File: src/rtl/decodificador_rotativo_if.sv
// Encoder pin/result bundle for decodificador_rotativo.
// The host side drives the raw phases and clear; the decoder returns events and position.
interface decodificador_rotativo_if #(
  parameter int unsigned CNT_W = 8
);
  logic             ROTA;
  logic             ROTB;
  logic             CLR;
  logic             EV;
  logic             IZ;
  logic [CNT_W-1:0] POS;
  logic             ERR;

  modport master (output ROTA, ROTB, CLR, input EV, IZ, POS, ERR);
  modport slave  (input ROTA, ROTB, CLR, output EV, IZ, POS, ERR);
endinterface

File: src/rtl/decodificador_rotativo.sv
// Rotary/quadrature encoder front end: per-phase synchroniser and glitch filter,
// x1/x4 direction decode, signed position counter with wrap or saturation.
module decodificador_rotativo #(
  parameter int unsigned FILT_LEN = 4,
  parameter int unsigned CNT_W    = 8,
  parameter int unsigned MODE_X4  = 0,
  parameter int unsigned SAT      = 0
) (
  input  logic                    CLK,
  input  logic                    RST_N,
  decodificador_rotativo_if.slave bus
);

  localparam int unsigned ARM_CYC = FILT_LEN + 3;
  localparam int unsigned ARM_W   = $clog2(ARM_CYC);
  localparam int unsigned FC_W    = $clog2(FILT_LEN);
  localparam logic [CNT_W-1:0] POS_MAX = {1'b0, {(CNT_W-1){1'b1}}};
  localparam logic [CNT_W-1:0] POS_MIN = {1'b1, {(CNT_W-1){1'b0}}};

  typedef enum logic {ST_ARM, ST_RUN} state_t;

  // Phase vectors are {A, B}.
  logic [1:0]            sync1_q, sync2_q;
  logic [1:0]            filt_q, filt_d;
  logic [1:0]            prev_q, prev_d;
  logic [1:0][FC_W-1:0]  fcnt_q, fcnt_d;
  logic [ARM_W-1:0]      arm_q, arm_d;
  state_t                state_q, state_d;
  logic                  ev_q, ev_d;
  logic                  err_q, err_d;
  logic                  iz_q, iz_d;
  logic [CNT_W-1:0]      pos_q, pos_d;
  logic                  step;
  logic                  left;

  always_ff @(posedge CLK or negedge RST_N) begin
    if (!RST_N) begin
      sync1_q <= '0;
      sync2_q <= '0;
      filt_q  <= '0;
      prev_q  <= '0;
      fcnt_q  <= '0;
      arm_q   <= '0;
      state_q <= ST_ARM;
      ev_q    <= 1'b0;
      err_q   <= 1'b0;
      iz_q    <= 1'b0;
      pos_q   <= '0;
    end else begin
      sync1_q <= {bus.ROTA, bus.ROTB};
      sync2_q <= sync1_q;
      filt_q  <= filt_d;
      prev_q  <= prev_d;
      fcnt_q  <= fcnt_d;
      arm_q   <= arm_d;
      state_q <= state_d;
      ev_q    <= ev_d;
      err_q   <= err_d;
      iz_q    <= iz_d;
      pos_q   <= pos_d;
    end
  end

  always_comb begin
    state_d = state_q;
    arm_d   = arm_q;
    filt_d  = filt_q;
    prev_d  = filt_q;
    fcnt_d  = fcnt_q;
    ev_d    = 1'b0;
    err_d   = 1'b0;
    iz_d    = iz_q;
    pos_d   = pos_q;
    step    = 1'b0;
    left    = 1'b0;

    unique case (state_q)
      ST_ARM: begin
        // Lock onto the idle pin levels so released-high pins never look like an edge.
        filt_d = sync2_q;
        prev_d = sync2_q;
        fcnt_d = '0;
        if (arm_q == ARM_W'(ARM_CYC - 1)) state_d = ST_RUN;
        else                              arm_d   = arm_q + 1'b1;
      end
      ST_RUN: begin
        for (int unsigned i = 0; i < 2; i++) begin
          if (sync2_q[i] != filt_q[i]) begin
            if (fcnt_q[i] == FC_W'(FILT_LEN - 1)) begin
              filt_d[i] = sync2_q[i];
              fcnt_d[i] = '0;
            end else begin
              fcnt_d[i] = fcnt_q[i] + 1'b1;
            end
          end else begin
            fcnt_d[i] = '0;
          end
        end

        if (MODE_X4 != 0) begin
          if ((prev_q ^ filt_q) == 2'b11) begin
            err_d = 1'b1;
          end else if (prev_q != filt_q) begin
            step = 1'b1;
            unique case ({prev_q, filt_q})
              4'b00_10, 4'b10_11, 4'b11_01, 4'b01_00: left = 1'b0;
              default:                                left = 1'b1;
            endcase
          end
        end else if (!prev_q[1] && filt_q[1]) begin
          step = 1'b1;
          left = filt_q[0];
        end

        if (step) begin
          ev_d = 1'b1;
          iz_d = left;
          if (left) begin
            if (SAT == 0 || pos_q != POS_MIN) pos_d = pos_q - 1'b1;
          end else begin
            if (SAT == 0 || pos_q != POS_MAX) pos_d = pos_q + 1'b1;
          end
        end
      end
      default: state_d = ST_ARM;
    endcase

    if (bus.CLR) pos_d = '0;
  end

  assign bus.EV  = ev_q;
  assign bus.ERR = err_q;
  assign bus.IZ  = iz_q;
  assign bus.POS = pos_q;

endmodule

File: src/flat_wrapper.sv
// flat-port wrapper written by rule: the top's interface ports become plain ports
module decodificador_rotativo_flat 
#(
  parameter int unsigned FILT_LEN = 4,
  parameter int unsigned CNT_W    = 8,
  parameter int unsigned MODE_X4  = 0,
  parameter int unsigned SAT      = 0
)
  (CLK, RST_N, bus_ROTA, bus_ROTB, bus_CLR, bus_EV, bus_IZ, bus_POS, bus_ERR);
  decodificador_rotativo_if #(.CNT_W(CNT_W)) bus_i ();
  input  logic CLK;
  input  logic RST_N;
  input wire logic [$bits(bus_i.ROTA)-1:0] bus_ROTA;
  input wire logic [$bits(bus_i.ROTB)-1:0] bus_ROTB;
  input wire logic [$bits(bus_i.CLR)-1:0] bus_CLR;
  output wire logic [$bits(bus_i.EV)-1:0] bus_EV;
  output wire logic [$bits(bus_i.IZ)-1:0] bus_IZ;
  output wire logic [$bits(bus_i.POS)-1:0] bus_POS;
  output wire logic [$bits(bus_i.ERR)-1:0] bus_ERR;
  assign bus_i.ROTA = bus_ROTA;
  assign bus_i.ROTB = bus_ROTB;
  assign bus_i.CLR = bus_CLR;
  assign bus_EV = bus_i.EV;
  assign bus_IZ = bus_i.IZ;
  assign bus_POS = bus_i.POS;
  assign bus_ERR = bus_i.ERR;
  decodificador_rotativo #(.FILT_LEN(FILT_LEN), .CNT_W(CNT_W), .MODE_X4(MODE_X4), .SAT(SAT)) u_core (.CLK(CLK), .RST_N(RST_N), .bus(bus_i));
endmodule
File: config.mk
export PLATFORM = sky130hd
export DESIGN_NAME = decodificador_rotativo_flat
export DESIGN_NICKNAME = d
export VERILOG_FILES = /design/src/rtl/decodificador_rotativo_if.sv /design/src/rtl/decodificador_rotativo.sv /design/src/flat_wrapper.sv
export SDC_FILE = /design/constraint.sdc
export NUM_CORES = 1
export LEC_CHECK = 0
export CORE_ASPECT_RATIO = 0.8
export CORE_MARGIN = 10
export CORE_UTILIZATION = 31
export DETAILED_ROUTE_END_ITERATION = 12
export PLACE_DENSITY_LB_ADDON = 0.08
export SYNTH_ARGS = -nofsm -noshare
export SYNTH_HDL_FRONTEND = slang
export SYNTH_SLANG_ARGS = --single-unit
File: constraint.sdc
create_clock -name CLK -period 4.6 [get_ports CLK]
set_input_delay 0.92 -clock CLK [delete_from_list [all_inputs] [get_ports CLK]]
set_output_delay 0.92 -clock CLK [all_outputs]
set_load 0.005 [all_outputs]
# ---- Word-level counts from Yosys, hierarchy flattened
# Index checks and enable logic that the tools add are counted.
dict set report totals {
  reg_bits 26
  input_bits 5
  elab_cells 60
}
dict set report op_classes {
  n_reduce_logical 9
  addsub 5
  eq_ne 9
  n_bitwise 2
  muxes 23
}
# op n
set op_table {}
lappend op_table {{two-way mux 8 bit} 4}
lappend op_table {{two-way mux 1 bit} 12}
lappend op_table {{two-way mux 2 bit} 5}
lappend op_table {{AND reduction 2 bit} 5}
lappend op_table {{adder 8 x 1 -> 8 bit, second input constant} 1}
lappend op_table {{!= test 2 bit, second input constant} 4}
lappend op_table {{case mux 4 bit (2 select lines)} 1}
lappend op_table {{subtractor 8 x 1 -> 8 bit, second input constant} 1}
lappend op_table {{adder 2 x 1 -> 2 bit, second input constant} 2}
lappend op_table {{== test 2 bit, second input constant} 2}
lappend op_table {{case mux 2 bit (2 select lines)} 1}
lappend op_table {{nonzero test 2 bit} 2}
lappend op_table {{adder 3 x 1 -> 3 bit, second input constant} 1}
lappend op_table {{== test 3 bit, second input constant} 1}
lappend op_table {{!= test 1 bit} 2}
lappend op_table {{inverter 1 bit} 2}
lappend op_table {{logical AND 1 bit} 1}
lappend op_table {{logical NOT 1 bit} 1}

# ---- Depth between registers and ports, before layout
# Gate-level depths: netlist (run 1).
dict set report logic_depth {
  ltp_word 8
  mapped_depth 8
  depth_no_buf 8
}

# ---- Worst setup path after synthesis (run 1)
# Ideal clock, no wire load.
dict set report synth_path {
  kind {flip-flop to flip-flop}
  startpoint {reg u_core.prev_q[1]}
  endpoint {reg u_core.pos_q[7], in the netlist u_core.bus.POS[7]}
  path_stages_with_launch 9
  arrival_time_ns 2.041
  path_slack_ns 2.435
  period_less_slack_ns 2.165
  required_time_ns 4.475
  setup_time_ns 0.125
  cell_sequence {dfrtp_1 > nand3b_2 > inv_1 > ha_1 > a41o_2 > nand4_1 > a311oi_1 > a41oi_1 > mux2_2}
}
dict set report synth_via {
  elab_chain_cells 8
  word_cells_on_any_way 12
  classes_between {mux (8); reduce/logical (4)}
}
# element line
set synth_rtl {}
lappend synth_rtl {{start: declaration} decodificador_rotativo.sv:25} ;# logic [1:0] prev_q, prev_d;
lappend synth_rtl {{start signal: assignment} decodificador_rotativo.sv:53} ;# prev_q <= prev_d;
lappend synth_rtl {{logical NOT 1 bit (*)} decodificador_rotativo.sv:110} ;# end else if (!prev_q[1] && filt_q[1]) begin
lappend synth_rtl {{logical AND 1 bit (*)} decodificador_rotativo.sv:110}
lappend synth_rtl {{two-way mux 1 bit} decodificador_rotativo.sv:110}
lappend synth_rtl {{two-way mux 1 bit} decodificador_rotativo.sv:77} ;# unique case (state_q)
lappend synth_rtl {{two-way mux 8 bit} decodificador_rotativo.sv:118} ;# if (left) begin
lappend synth_rtl {{two-way mux 8 bit} decodificador_rotativo.sv:115} ;# if (step) begin
lappend synth_rtl {{two-way mux 8 bit} decodificador_rotativo.sv:77}
lappend synth_rtl {{two-way mux 8 bit} decodificador_rotativo.sv:128} ;# if (bus.CLR) pos_d = '0;
lappend synth_rtl {{end signal: assignment} decodificador_rotativo.sv:60} ;# pos_q <= pos_d;
lappend synth_rtl {{end: declaration} decodificador_rotativo.sv:32} ;# logic [CNT_W-1:0] pos_q, pos_d;
# Every way passes the cells marked *; elsewhere a longest branch is shown, timed or not. The select of a mux whose other input is x is not followed.
# A chain may end at the register's enable or synchronous reset.

# ---- Worst setup path after layout (run 1)
# Same ends and word-level chain as after synthesis.

==> results of run 1 <==
-- critical path: cells and delay by family (launching register included) --
kind	cells	cell delay [ns]
compound gates	3	0.56
fa+ha+maj	1	0.33
buf+inv	1	0.25
flops	1	0.37
mux	1	0.36
simple gates	2	0.39
-- power by group through the flow --
stage	logic, uW	clock network, uW	registers [uW]
2_1_floorplan	249	0	333
3_3_place_gp	347	0	349
3_5_place_dp	348	0	350
4_1_cts	350	137	345
5_1_grt	396	148	358
6_report	346	131	344
-- sequential cells by signal (all words and copies together) (netlist names) --
name	count
u_core.bus.IZ	1
u_core.arm_q	3
u_core.state_q	1
u_core.bus.EV	1
u_core.sync2_q	2
u_core.fcnt_q	4
u_core.prev_q	1
u_core.sync1_q	2
u_core.filt_q	2
u_core.bus.POS	8
-- final cells by class --
type                       count  area (um2)
fill                         398        2400
sequential                    25         626
multi-input combinational     84         579
timing repair buffer          15         148
tap                           55        68.8
clock buffer                   4        45.0
inverter                       9        33.8
-- metal layers --
metal / wire length, um / global-route usage (%) / up-vias
met3: 167 / 3.65 / 4
li1: - / - / 450
met1: 1300 / 9.59 / 411
met2: 976 / 10.6 / 15
met5: 0 / 0 / -
met4: 30 / 2.77 / 0
-- stage by stage --
step / power [uW] / std cells
floorplan: 581 / 124
detailed placement: 698 / 188
CTS: 833 / 192
finish: 820 / 192
global placement: 696 / 188
global route: 902 / 192
-- Yosys cell counts, types with 2 or more instances --
cell type and number:
o21ai_0 7, buf_4 4, a21oi_1 10, a211oi_1 2, xnor2_1 8, dfrtp_1 25
mux2_2 3, nor3_1 3, xor2_1 2, nand2b_1 3, nand2_1 10, ha_1 8
inv_1 9, or3_1 3, nor2_1 8, nor3b_1 2
-- cell families (layout without fill, tap and decap cells) --
kind of cell	after synthesis	count (layout)	synth area share, %
simple gates	35	35	13.7
compound gates	26	26	13.1
flops	25	25	48.7
buf+inv	15	28	6.14
xor+xnor	10	10	6.82
fa+ha+maj	8	8	7.80
mux	4	4	3.41
other cells	1	1	0.292
-- final timing paths --
check                      slack, ns           endpoint
setup / recovery                2.23  u_core.bus.POS[7]
max in group asynchronous       3.33  u_core.bus.POS[3]
min in group asynchronous       1.02  u_core.sync1_q[1]
setup reg to reg                2.23  u_core.bus.POS[7]
hold / removal                  0.36  u_core.sync2_q[1]
hold reg to reg                 0.36  u_core.sync2_q[1]
==> key figures, run 1 <==
Placement
  – PortBufs: 14
  – Area of placed instances: 0.00146 mm2
  – Pre-CTS setup slack: 2.24 ns
  – Dpl hpwl: 1810 um
  – GP Congestion: 0.801

Route
  – Vias: 880
  – # DRC: 0
  – Total Routed Length: 2470 um
  – Final ANT Viol Nets: 0
  – Total iterations of the first detailed-routing run: 4
  – Vias per cell: 4.58
  – Wire per inst: 12.9 um
  – DRT iter0 DRCs: 33

STA
  – Setup ws final: 2.23 ns
  – Final cycle utilization of the critical path: 51.5%
  – Setup Skew: 0.00136 ns
  – Hold Vio Cnt, Final: 0
  – Post-route setup TNS: 0 ns
  – Unrepaired setup endpoints after global routing: false
  – Endpoints failing setup: 0
  – Final Max Tran Viols: 0
  – Final min period: 2.37 ns
  – Hold WS: 0.358 ns
  – Peak Freq: 422 MHz

Setup path
  – Critical path class: register to register
  – Worst setup EP type: register
  – Setup crit start: u_core.prev_q[1]
  – Crit path max fanout: 9
  – CP startpoint kind: register
  – WP data arrival: 2.53 ns
  – Reg-to-Reg Start: u_core.prev_q[1]
  – Critical Path RT: 4.76 ns
  – CP cell instances: nand3b_2 > inv_1 > ha_1 > a41o_2 > nand4_1 > a311oi_1 > a41oi_1 > mux2_2
  – Worst r2r path cells: 8
  – Slowest stage delay, CP: 0.37 ns
  – CP max-delay cell: dfrtp_1

Yosys
  – Post-synthesis cell type count: 33
  – Syn Inst Count: 124
  – Netlist Area Pre-Place: 0.00128 mm2
  – Syn_area_per_cell: 10.4 um2
  – Mapped Nets: 137
  – Synth Register Bits: 25
  – Sequential area share after synthesis: 48.7%
  – EDFF count, synth: 0
  – YS warnings: 0
  – Synth top area cells: dfrtp_1, ha_1, xnor2_1
  – Top FF cell, synth: dfrtp_1
  – Top-area cell type share of the netlist area: 48.7%
  – Cell accounting for the most synthesized area: dfrtp_1
  – Asr flop ratio synth: 100%

Layout
  – Layout cell share with drive strength beyond 1: 7.30%
  – Area delta synth->final: 16.9%
  – Most frequent cells in the layout: dfrtp_1, clkdlybuf4s50_1, nand2_1, a21oi_1, inv_1
  – Ant diodes: 0
  – Cell area after layout: 0.00150 mm2
  – Most common cell after layout, fill and taps aside: dfrtp_1
  – Layout Utilization: 38.4%
  – Number of nets in the layout: 151

Clock network
  – Clk buf depth: 2
  – Clk root buf: clkbuf_8
  – Postcts setup bufs: 0
  – CTS sink cnt: 25
  – Post-cts sizing count: 0
  – CTS Buf Count: 3
  – Clk_lat worst skew: 0.27 ns
  – Hold_buf cts: 0
  – CTS tree: built
  – CTS clk-pin slew, worst paths: 0.08 ns
  – H-tree depth: 1

Power and ir drop
  – Leakage: 0.000652 uW
  – Clock power share: 15.9%
  – Switching Share: 36.1%
  – Power Dens Cells: 547 mW/mm2
  – Combinational Power Share: 42.2%
  – Switching power: 296 uW
  – Peak VDD IR: 0.180 mV
  – Reg power frac: 41.9%
  – Int Pwr: 524 uW

Global route
  – First-pass GRT wire length: 4360 um
  – Vias in the first global route: 907
  – Initial antenna violation count: 0
  – Gr usage total: 7.51%
  – Gr ovfl total: 0
  – Largest net degree at the start of global routing: 26

Floorplan
  – Standard-cell rows: 20
  – I/O pins: 16
  – Core Region: 0.00390 mm2
  – Die H: 77.6 um
  – Die W: 91.9 um
  – Die area: 0.00713 mm2
  – Initial Utilization: 32.9%

Outcome
  – Outcome: finished clean

Worst hold path
  – Worst min path class: register to register
  – Hold Path Depth: 0
  – Hold_sp: u_core.sync1_q[1]

Run
  – Max Cap Violations: 0
Power figures use the tool's default switching activity.
==> inputs of run 2 (changes only) <==
clock period = 2.2 ns   (was 4.6 ns; I/O delays follow)
==> key figures, run 2 (same netlist as run 1, synthesis figures left out) <==
Outcome
  – Outcome: finished clean

Route
  – Wire per inst: 13.4 um
  – # DRC: 0
  – Total Routed Length: 2720 um
  – Vias: 936
  – Vias per cell: 4.61
  – Total iterations of the first detailed-routing run: 4
  – Final ANT Viol Nets: 0
  – DRT iter0 DRCs: 64

Setup path
  – Crit path max fanout: 5
  – Worst setup path endpoint: u_core.bus.POS[6]
  – Critical Path RT: 2.35 ns
  – Critical path class: register to register
  – CP startpoint kind: register
  – Worst r2r path cells: 8
  – WP data arrival: 2.27 ns
  – Worst setup EP type: register
  – Reg-to-Reg Start: u_core.prev_q[1]
  – Setup crit start: u_core.prev_q[1]
  – Reg2Reg Setup Slack: 0.09 ns
  – R2R Path End: u_core.bus.POS[6]

STA
  – Peak Freq: 474 MHz
  – Hold Vio Cnt, Final: 0
  – Setup Skew: 0.00216 ns
  – Final Max Tran Viols: 0
  – Final min period: 2.11 ns
  – Endpoints failing setup: 0
  – Unrepaired setup endpoints after global routing: true
  – Final cycle utilization of the critical path: 95.9%

Placement
  – Dpl hpwl: 2020 um
  – PortBufs: 14
  – Area of placed instances: 0.00154 mm2
  – GP Congestion: 0.852

Worst hold path
  – Worst min path class: register to register

Clock network
  – CTS tree: built
  – CTS Buf Count: 3
  – Postcts setup bufs: 0
  – CTS clk-pin slew, worst paths: 0.09 ns
  – Clk buf depth: 2
  – Hold_buf cts: 0
  – CTS sink cnt: 25
  – Clk root buf: clkbuf_8
  – Clk_lat worst skew: 0.26 ns
  – H-tree depth: 1

Power and ir drop
  – Peak VDD IR: 0.472 mV
  – Leakage: 0.000712 uW
  – Power Dens Cells: 1200 mW/mm2
  – Total Power: 1980 uW

Layout
  – Most common cell after layout, fill and taps aside: dfrtp_1
  – Fillcell total: 375
  – Cell area after layout: 0.00164 mm2
  – Number of nets in the layout: 162
  – Largest register FFs: 8
  – Ant diodes: 0
  – Most frequent cells in the layout: dfrtp_1, clkdlybuf4s50_1, buf_4
  – Area delta synth->final: 28.1%
  – Layout cell share with drive strength beyond 1: 18.9%

Floorplan
  – Die W: 91.9 um
  – Standard-cell rows: 20
  – Core Region: 0.00390 mm2
  – Initial Utilization: 32.9%
  – Die area: 0.00713 mm2
  – I/O pins: 16
  – Die H: 77.6 um

Run
  – Max Cap Violations: 0

Global route
  – Largest net degree at the start of global routing: 26
  – First-pass GRT wire length: 4840 um
  – Initial antenna violation count: 0
  – Gr usage total: 8.01%
  – Gr ovfl total: 0
  – Vias in the first global route: 1002
run 2: how the worst min path moves through the flow:
stage,startpoint,endpoint,slack [ns],cells past startpoint
floorplan,RST_N,u_core.arm_q[0],0.14,0
global placement,u_core.sync1_q[0],u_core.sync2_q[0],0.34,0
detailed placement,u_core.sync1_q[1],u_core.sync2_q[1],0.34,0
CTS,u_core.sync1_q[0],u_core.sync2_q[0],0.36,0
global route,u_core.sync1_q[1],u_core.sync2_q[1],0.38,0
finish,u_core.sync1_q[0],u_core.sync2_q[0],0.36,0
run 2: critical path, cell delays in order (launching register included):
cell	delay (ns)
dfrtp_1	0.38
nand3b_4	0.19
xnor2_2	0.15
ha_2	0.18
o31a_1	0.30
or3_4	0.34
a41oi_2	0.20
mux2i_1	0.19
o21ai_1	0.08
run 2: timing repair:
item / CTS / global route
pin swaps: 1 / 2
endpoints found under the setup margin: 2 / 2
gates resized for setup: 1 / 9
run 2: where the power goes:
group          switching (uW)  total, uW  internal (uW)
clock network             144        273            129
logic                     444       1000            560
registers                 110        701            591
run 2: per-stage QoR:
step | TNS (ns) | util, % | setup slack, ns | hold WS, ns | instances
final | 0 | 42.1 | 0.0897 | 0.363 | 203
after global routing | -0.0111 | 42.1 | -0.0111 | 0.377 | 203
after CTS | 0 | 40.8 | 0.0679 | 0.362 | 203
after detailed placement | -0.00929 | 39.4 | -0.00929 | 0.339 | 199
after global placement | 0 | 39.4 | 0.0356 | 0.340 | 199
after floorplan | 0 | - | 0.0347 | 0.144 | 124
run 2: final cells by class:
cell class / instances / area (um2) / share of cell area, %
Clock buffer: 4 / 45.0 / 2.74
Multi-Input combinational cell: 84 / 641 / 39.0
Inverter: 9 / 33.8 / 2.05
Timing Repair Buffer: 26 / 230 / 14.0
Sequential cell: 25 / 626 / 38.1
Tap cell: 55 / 68.8 / 4.19
run 2: layer usage:
layer	global-route usage (%)	up-vias	wire, um
li1	-	471	-
met1	11.0	448	1400
met2	11.8	15	1170
met3	2.88	2	146
met4	1.69	0	10
met5	0	-	0
